**src/rtl/post_add_pkg.sv**
```systemverilog
// rtl/post_add_pkg.sv - shared types and sizing helpers for the post-adder scheduler
package post_add_pkg;

   localparam int POST_ADD_WIDTH    = 48;
   localparam int POST_ADD_ID_MAX_W = 3;

   function automatic int id_w(input int num_req);
      return (num_req > 1) ? $clog2(num_req) : 1;
   endfunction

   typedef struct packed {
      logic [POST_ADD_WIDTH-1:0]    in0;
      logic [POST_ADD_WIDTH-1:0]    in1;
      logic                         cin;
      logic                         add_sub;
      logic [POST_ADD_ID_MAX_W-1:0] id;
   } post_add_op_t;

   typedef struct packed {
      logic [POST_ADD_WIDTH-1:0]    out;
      logic                         cout;
      logic [POST_ADD_ID_MAX_W-1:0] id;
   } post_add_res_t;

endpackage

```
**src/rtl/Post_adder_substracter.sv**
```systemverilog
// rtl/Post_adder_substracter.sv - combinational post-adder/subtracter, result mod 2^(WIDTH+1)
module Post_adder_substracter #(
   parameter int WIDTH = 48
) (
   input  logic [WIDTH-1:0] in0,
   input  logic [WIDTH-1:0] in1,
   input  logic             cin,
   input  logic             add_sub,
   output logic [WIDTH-1:0] out,
   output logic             cout
);

   logic [WIDTH:0] sum;

   // For subtract the top bit of the extended difference is the borrow.
   always_comb begin
      if (add_sub) begin
         sum = {1'b0, in0} - ({1'b0, in1} + {{WIDTH{1'b0}}, cin});
      end else begin
         sum = {1'b0, in0} + {1'b0, in1} + {{WIDTH{1'b0}}, cin};
      end
   end

   assign {cout, out} = sum;

endmodule

```
**src/rtl/post_add_rr_grant.sv**
```systemverilog
// rtl/post_add_rr_grant.sv - pointer-based round-robin grant; POST_ADD_LOCK_EN adds req_lock
module post_add_rr_grant
   import post_add_pkg::*;
#(
   parameter int NUM_REQ = 4,
   parameter int ID_W    = id_w(NUM_REQ)
) (
   input  logic               clk,
   input  logic               rst_n,
   input  logic               en,
   input  logic [NUM_REQ-1:0] req_valid,
`ifdef POST_ADD_LOCK_EN
   input  logic [NUM_REQ-1:0] req_lock,
`endif
   output logic [NUM_REQ-1:0] req_ready,
   output logic [ID_W-1:0]    grant_id,
   output logic               accept
);

   logic [ID_W-1:0] ptr_q, ptr_d;
   logic            found;

   function automatic logic [ID_W-1:0] wrap_add(input logic [ID_W-1:0] base, input int k);
      int sum;
      sum = int'(base) + k;
      if (sum >= NUM_REQ) begin
         sum = sum - NUM_REQ;
      end
      return ID_W'(sum);
   endfunction

   always_comb begin
      found    = 1'b0;
      grant_id = '0;
      for (int k = 0; k < NUM_REQ; k++) begin
         if (!found && req_valid[wrap_add(ptr_q, k)]) begin
            found    = 1'b1;
            grant_id = wrap_add(ptr_q, k);
         end
      end
   end

   // Ready is withheld during reset and while the pipeline is frozen.
   assign accept    = found & en & rst_n;
   assign req_ready = accept ? (NUM_REQ'(1) << grant_id) : '0;

   always_comb begin
      ptr_d = ptr_q;
      if (accept) begin
`ifdef POST_ADD_LOCK_EN
         ptr_d = req_lock[grant_id] ? grant_id : wrap_add(grant_id, 1);
`else
         ptr_d = wrap_add(grant_id, 1);
`endif
      end
   end

   always_ff @(posedge clk or negedge rst_n) begin
      if (!rst_n) begin
         ptr_q <= '0;
      end else begin
         ptr_q <= ptr_d;
      end
   end

endmodule

```
**src/rtl/post_add_rr_scheduler.sv**
```systemverilog
// rtl/post_add_rr_scheduler.sv - round-robin sharing of one post-adder, two-stage pipeline, ID-tagged results
// Optional macro POST_ADD_LOCK_EN adds req_lock to hold the grant for chained bursts.
module post_add_rr_scheduler
   import post_add_pkg::*;
#(
   parameter int NUM_REQ = 4,
   parameter int WIDTH   = POST_ADD_WIDTH,
   parameter int ID_W    = id_w(NUM_REQ)
) (
   input  logic                     clk,
   input  logic                     rst_n,
   input  logic                     en,
   input  logic [NUM_REQ-1:0]       req_valid,
   output logic [NUM_REQ-1:0]       req_ready,
   input  logic [NUM_REQ*WIDTH-1:0] req_in0,
   input  logic [NUM_REQ*WIDTH-1:0] req_in1,
   input  logic [NUM_REQ-1:0]       req_cin,
   input  logic [NUM_REQ-1:0]       req_add_sub,
`ifdef POST_ADD_LOCK_EN
   input  logic [NUM_REQ-1:0]       req_lock,
`endif
   output logic                     rsp_valid,
   output logic [ID_W-1:0]          rsp_id,
   output logic [WIDTH-1:0]         rsp_out,
   output logic                     rsp_cout
);

   if (WIDTH != POST_ADD_WIDTH || NUM_REQ < 2 || NUM_REQ > 8) begin : g_bad_cfg
      $error("post_add_rr_scheduler: WIDTH must equal POST_ADD_WIDTH and NUM_REQ must be 2..8");
   end

   logic [ID_W-1:0] grant_id;
   logic            accept;

   post_add_op_t  s1_q, s1_d;
   logic          s1_valid_q, s1_valid_d;
   post_add_res_t res_q, res_d;
   logic          rsp_valid_q, rsp_valid_d;

   logic [WIDTH-1:0] dp_out;
   logic             dp_cout;

   post_add_rr_grant #(
      .NUM_REQ (NUM_REQ),
      .ID_W    (ID_W)
   ) u_grant (
      .clk       (clk),
      .rst_n     (rst_n),
      .en        (en),
      .req_valid (req_valid),
`ifdef POST_ADD_LOCK_EN
      .req_lock  (req_lock),
`endif
      .req_ready (req_ready),
      .grant_id  (grant_id),
      .accept    (accept)
   );

   Post_adder_substracter #(
      .WIDTH (WIDTH)
   ) u_post_add (
      .in0     (s1_q.in0),
      .in1     (s1_q.in1),
      .cin     (s1_q.cin),
      .add_sub (s1_q.add_sub),
      .out     (dp_out),
      .cout    (dp_cout)
   );

   // en=0 freezes both stages; the result register only loads on a live stage-1 op.
   always_comb begin
      s1_d        = s1_q;
      s1_valid_d  = s1_valid_q;
      res_d       = res_q;
      rsp_valid_d = rsp_valid_q;
      if (en) begin
         s1_valid_d = accept;
         if (accept) begin
            s1_d.in0     = req_in0[grant_id*WIDTH +: WIDTH];
            s1_d.in1     = req_in1[grant_id*WIDTH +: WIDTH];
            s1_d.cin     = req_cin[grant_id];
            s1_d.add_sub = req_add_sub[grant_id];
            s1_d.id      = POST_ADD_ID_MAX_W'(grant_id);
         end
         rsp_valid_d = s1_valid_q;
         if (s1_valid_q) begin
            res_d.out  = dp_out;
            res_d.cout = dp_cout;
            res_d.id   = s1_q.id;
         end
      end
   end

   always_ff @(posedge clk or negedge rst_n) begin
      if (!rst_n) begin
         s1_q        <= '0;
         s1_valid_q  <= 1'b0;
         res_q       <= '0;
         rsp_valid_q <= 1'b0;
      end else begin
         s1_q        <= s1_d;
         s1_valid_q  <= s1_valid_d;
         res_q       <= res_d;
         rsp_valid_q <= rsp_valid_d;
      end
   end

   assign rsp_valid = rsp_valid_q;
   assign rsp_out   = res_q.out;
   assign rsp_cout  = res_q.cout;
   assign rsp_id    = res_q.id[ID_W-1:0];

   if (ID_W < POST_ADD_ID_MAX_W) begin : g_id_pad
      logic unused_id_hi;
      assign unused_id_hi = |res_q.id[POST_ADD_ID_MAX_W-1:ID_W];
   end

endmodule

```
**config.mk**
```make
export PLATFORM = sky130hd
export DESIGN_NAME = post_add_rr_scheduler
export DESIGN_NICKNAME = d
export VERILOG_FILES = /design/src/rtl/post_add_pkg.sv /design/src/rtl/Post_adder_substracter.sv /design/src/rtl/post_add_rr_grant.sv /design/src/rtl/post_add_rr_scheduler.sv
export SDC_FILE = /design/constraint.sdc
export NUM_CORES = 1
export LEC_CHECK = 0
export CORE_AREA = 2 2 211 213
export CTS_BUF_LIST = sky130_fd_sc_hd__clkbuf_4 sky130_fd_sc_hd__clkbuf_8
export CTS_CLUSTER_DIAMETER = 200
export DETAILED_ROUTE_END_ITERATION = 7
export DIE_AREA = 0 0 213 215
export SYNTH_ARGS = -nofsm -noshare
export SYNTH_HDL_FRONTEND = slang
export SYNTH_SLANG_ARGS = --single-unit
```
**constraint.sdc**
```tcl
create_clock -name clk -period 3.9 [get_ports clk]
set_clock_uncertainty 0.15 [all_clocks]
set_input_delay 0.585 -clock clk [delete_from_list [all_inputs] [get_ports clk]]
set_output_delay 0.585 -clock clk [all_outputs]
set_load 0.01 [all_outputs]
```
# Yosys cells after proc, flatten, opt, wreduce, memory -nomap -nowiden
# Cells that the tools add are included.
# totals
ff_bits,155
out_inout_bits,56
# classes
bitwise,2
n_reduce_logical,8
n_mul,1
n_mux,27
n_lt_le_gt_ge,10
add_sub_neg,13
n_shift,3
# op_table
operator,count
192-bit by 9-bit indexed part select with 48-bit output,2
48-bit by 1-bit adder with 49-bit output,1
48-bit by 48-bit adder with 49-bit output,1
49-bit by 1-bit adder with 49-bit output,1
49-bit two-way mux,1
48-bit by 49-bit subtractor with 49-bit output,1
2-bit two-way mux,9
"2-bit by 3-bit less-than comparator with 1-bit output, second input constant",5
1-bit binary-select mux with 2-bit select,6
"3-bit greater-or-equal comparator, second input constant",4
1-bit two-way mux,10
"2-bit by 1-bit subtractor with 2-bit output, second input constant",5
"2-bit by 1-bit adder with 3-bit output, second input constant",2
"2-bit by 2-bit adder with 3-bit output, second input constant",2
"2-bit by 2-bit multiplier with 4-bit output, second input constant",1
4-bit two-way mux,1
2-bit AND reduction,2
"1-bit by 2-bit << shifter with 4-bit output, first input constant",1
"2-bit by 3-bit greater-or-equal comparator with 1-bit output, second input constant",1
1-bit logical AND,3
1-bit zero test,3
1-bit bitwise AND,2

# Longest topological paths before layout
# depth
ltp_word,17
ltp_mapped,17
mapped_depth_nobuf,17

# Modules after synthesis
# Synthesis repeated with hierarchy kept, for this count alone.
# unflattened
cells_unflattened,1483
area_unflattened_um2,14849.2
# by_module_without_submodules
module,area_per_inst_um2,n_inst,seq_area_each_um2,cells_per_inst
post_add_rr_scheduler,7965.1,1,3828.7,447
Post_adder_substracter,6677.7,1,0.0,1007
post_add_rr_grant,206.4,1,50.0,29

# Least setup slack after synthesis
# Ideal clock, no wire load.
# synth_timing
path_kind,flip-flop to flip-flop
startpoint,register s1_q[5] in the netlist's numbering
endpoint,register res_q (netlist bit rsp_cout)
path_stages_with_launch,18
arrival_time_ns,3.862
slack_ns,-0.204
path_cell_list,dfrtp_1 -> inv_1 -> fa_1 -> inv_1 -> ha_1 -> or2_2 -> fa_1 -> nor2b_1 -> and3_1 -> o311ai_0 -> nand3_1 -> a21oi_1 -> or3b_2 -> a21oi_1 -> o21ai_0 -> xnor2_1 -> nor2_1 -> o31ai_2
# synth_via
elab_chain_len,3
elab_cells_between_ends,5
cone_classes,add/sub (4); mux (1)
# synth_lines
element,line,text
"start, declared",post_add_rr_scheduler.sv:35,"post_add_op_t s1_q, s1_d;"
"start signal, assigned",post_add_rr_scheduler.sv:96,s1_q <= '0;
"start signal, assigned",post_add_rr_scheduler.sv:101,s1_q <= s1_d;
48-bit by 48-bit adder with 49-bit output or 48-bit by 1-bit adder with 49-bit output (tied branches),"Post_adder_substracter.sv:20, Post_adder_substracter.sv:18",
49-bit by 1-bit adder with 49-bit output or 48-bit by 49-bit subtractor with 49-bit output (tied branches),"Post_adder_substracter.sv:20, Post_adder_substracter.sv:18",
49-bit two-way mux (*),Post_adder_substracter.sv:17,if (add_sub) begin
"end signal, assigned",post_add_rr_scheduler.sv:103,res_q <= res_d;
"end, declared",post_add_rr_scheduler.sv:37,"post_add_res_t res_q, res_d;"
# Every way passes the cells marked *; elsewhere a longest branch is shown, timed or not.
# A chain may end at the register's enable or synchronous reset.

# Worst setup path in the final report
# layout_timing
startpoint,register s1_q[53] in the netlist's numbering
endpoint,register res_q (netlist bit rsp_out[44])
# layout_via
elab_chain_len,3
elab_cells_between_ends,4
cone_classes,add/sub (3); mux (1)
# layout_lines
element,line,text
48-bit by 48-bit adder with 49-bit output,Post_adder_substracter.sv:20,"sum = {1'b0, in0} + {1'b0, in1} + {{WIDTH{1'b0}}, cin};"
49-bit by 1-bit adder with 49-bit output,Post_adder_substracter.sv:20,
49-bit two-way mux (*),Post_adder_substracter.sv:17,
# Marked as above.

==> summary.md <==
| Metric | Value |
|---|---|
| Outcome | finished, violations left |
| Failing checks | setup timing |
| Required time of the critical path | around 4.1 ns |
| Min Tclk post-route | 3.93 ns |
| Slew Viols, Final | 0 |
| Setup ws final | -0.0285 ns |
| GRT Total Usage | 0.264 |
| Worst setup path category | reg2reg |
| Drt wl/cell | between 15 and 20 um |
| Critical-path top delay cell | fa_1 |
| CTS tree | done |
| H-tree depth | 4 |
| Max FO, Critical Path | 4 |
| Final Util | 0.492 |
| Max-slew headroom | 0.388 |
| Cell Chain, Critical Path | inv_2 > fa_1 > inv_1 > ha_2 > or2_4 > fa_2 > nor2b_4 > o211a_1 > o311ai_4 > nand3_1 > a21oi_2 > or3b_4 > a21oi_4 > buf_6 > o21ai_2 > xnor2_1 > o221ai_1 |
| CTS Buffer Depth | 2 |
| Root Buffer | clkbuf_8 |
| Routed vias/inst | approximately 5.2 |
| Grt ovf | 0 |
| Initial antenna violation count | 0 |
| Pleak | 0.00967 uW |
| Most frequent cells in the layout | 464 x nand2_1, 453 x clkdlybuf4s50_1, 229 x o21ai_0 |
| Max rail drop VDD | 0.000337 V |
| Cell family with most CP delay | adder cells |
| Vias | around 17,000 |
| Yosys warns | 0 |
| Dominant cell type by area after synthesis | dfrtp_1 |
| Finished Layout Cells | between 3,000 and 4,000 |
| RSZ-0062 raised after global routing | yes |
| Antenna cell count | 0 |
| Num CTS Buffers | 17 |
| CP Launch Type | flop |
| Core ar. | 43,600 um^2 |
| Share of cells above drive strength 1 | 0.0730 |
| FF-to-FF path depth | 17 |
| First-pass DRT Iterations | 6 |
| Worst Setup SP | s1_q[53] |
| Share of flip-flops with an asynchronous set or reset | 1.00 |
| Max cap viols | 0 |
| Worst path bufs/invs | 3 |
| DIE HEIGHT | roughly 220 um |
| Critical Path AT | ~4.1 ns |
| Dpl cells | 3,235 |
| Fmax | roughly 250 MHz |
| First-pass GRT wire length | between 90,000 and 100,000 um |
| Post-synth top area share | 0.257 |
| EDFF count, synth | 0 |
| Syn_nets | 2,754 |
| Crit share post-route | 1.01 |
| Synthesized area | 15,100 um^2 |
| Multi-input gate area | between 10,000 and 15,000 um^2 |
| Avg Cell Area, Syn | about 7 um^2 |
| WL final | ~60,000 um |
| Layout area overhead | 42.6% |
| Die width | 213 um |
| P per Cell Area | just under 800 nW/um^2 |
| Placed cell area | between 20,000 and 25,000 um^2 |
| Register-to-register setup slack | -0.03 ns |
| Clock latency on the worst-skew pair | approximately 0.49 ns |
| Pin count of the biggest net entering global routing | ~160 |
| Seq cells post-synth | around 160 |
| Die ar. | 45,800 um^2 |
| Distinct cells, synth | between 60 and 70 |
| Final #Nets | approximately 3,200 |
| Mapped Cells | ~2,200 |
| Primary FF master, synth | dfrtp_1 |
| Hold crit path type | in2async |
| Routability cong. | between 0.9 and 1 |
| Count of final setup violators | 1 |
| Critical R2R Launch | s1_q[53] |
| Reg-to-reg endpoint | rsp_out[44] |
| Top Ports | between 400 and 500 |
| CTS Hold Buffers Added | 0 |
| CP endpoint kind | flop |
| Reg clk slew, reported paths | ~0.11 ns |
| Top cells by area, synth | dfrtp_1 26%, ha_1 12%, nand2_1 12%, o21ai_0 7.9%, nand3_1 7.4% |
| Min Hold Slack | approximately 0.094 ns |
| Slew @ Worst Pin | between 0.9 and 1 ns |
| Design area | ~21,000 um^2 |
| Initial drt markers | between 1,000 and 1,500 |
| Starting Density | 0.345 |
| Most common cell after layout, fill and taps aside | nand2_1 |
| Fill cell count | between 4,000 and 5,000 |
| CP max stage delay | ~0.58 ns |
| Vias in the first global route | between 15,000 and 20,000 |
| Post-DP HPWL | around 50,000 um |
| Seq/Total Area, Yosys | 0.257 |
| Fin. Hold Viols | 0 |
| Final ANT Viol Nets | 0 |
| IO buf count | 454 |
| # DRC | 0 |
| Clock sinks | between 150 and 200 |
| Num rows | 77 |
| Sequential cell area | between 3000 and 4000 um^2 |
==> metrics by stage <==
stage / worst slack [ns] / power (uW) / setup TNS, ns
after floorplan: 0.0105 / 10000 / 0
final: -0.0285 / 16500 / -0.0285
after detailed placement: -0.433 / 14500 / -3.25
after global routing: -0.190 / 17900 / -0.989
after global placement: -0.401 / 14500 / -2.79
after CTS: -0.0155 / 16100 / -0.0226
==> registers in the layout, summed over array words and instances, names as in the netlist <==
register and flops:
s1_q 100, rsp_out 48, rsp_id 2, u_grant.ptr_q 2
rsp_cout 1, rsp_valid 1, s1_valid_q 1
==> cell type report <==
| type | count | area share |
|---|---|---|
| multi-input cells | 1778 | 0.483 |
| clock inverters | 14 | 0.00804 |
| repair buffers | 561 | 0.254 |
| clock buffers | 18 | 0.0115 |
| well taps | 592 | 0.0345 |
| flip-flops and latches | 155 | 0.181 |
| inverters | 159 | 0.0280 |
==> report_power, final <==
group          internal, uW  switching [uW]
clock network           614             742
logic                  5410            7090
registers              2170             485
==> repair_timing <==
action | CTS | global route
endpoints found under the setup margin | 19 | 19
buffers inserted | 4 | 6
pin swaps | 14 | 21
resized for setup | 17 | 30
gates cloned | 0 | 0
==> Yosys cell counts, drive strengths merged (7+ instances only) <==
cell type	count
xor2	25
dfrtp	155
o21bai	14
nand2	466
and3	13
xnor2	64
nand4	7
a31oi	10
nor3	20
nand3	222
buf	8
ha	143
a21o	33
nand2b	7
o31ai	15
nor2b	16
nor2	219
clkbuf	108
a211oi	12
o21ai	242
inv	156
o211ai	9
or3	7
nor4	8
and2	10
a21oi	128
==> routing by layer <==
layer  up-vias  GRT usage  wire length (um)
met5         -          0                 0
li1       8408          -                 -
met3        62     0.0605              4490
met2       579      0.414             27300
met1      7843      0.366             28200
met4         0     0.0611              1180
==> how the worst max path moves through the flow <==
stage	cells after the start	slack, ns	to
2_1_floorplan	17	0.01	rsp_cout
3_3_place_gp	17	-0.40	rsp_cout
3_5_place_dp	16	-0.43	rsp_out[42]
4_1_cts	17	-0.02	rsp_out[44]
5_1_grt	17	-0.19	rsp_out[28]
6_report	17	-0.03	rsp_out[44]
==> logic make-up after synthesis <==
kind of cell | synth area share
adder cells (fa/ha/maj) | 0.125
XOR/XNOR | 0.0517
AND/OR/NAND/NOR | 0.286
AO/OA/AOI/OAI | 0.209
buffers and inverters | 0.0686
multiplexers | 0.00332
flip-flops | 0.257
Note: power is estimated with default switching activity, not from simulation.
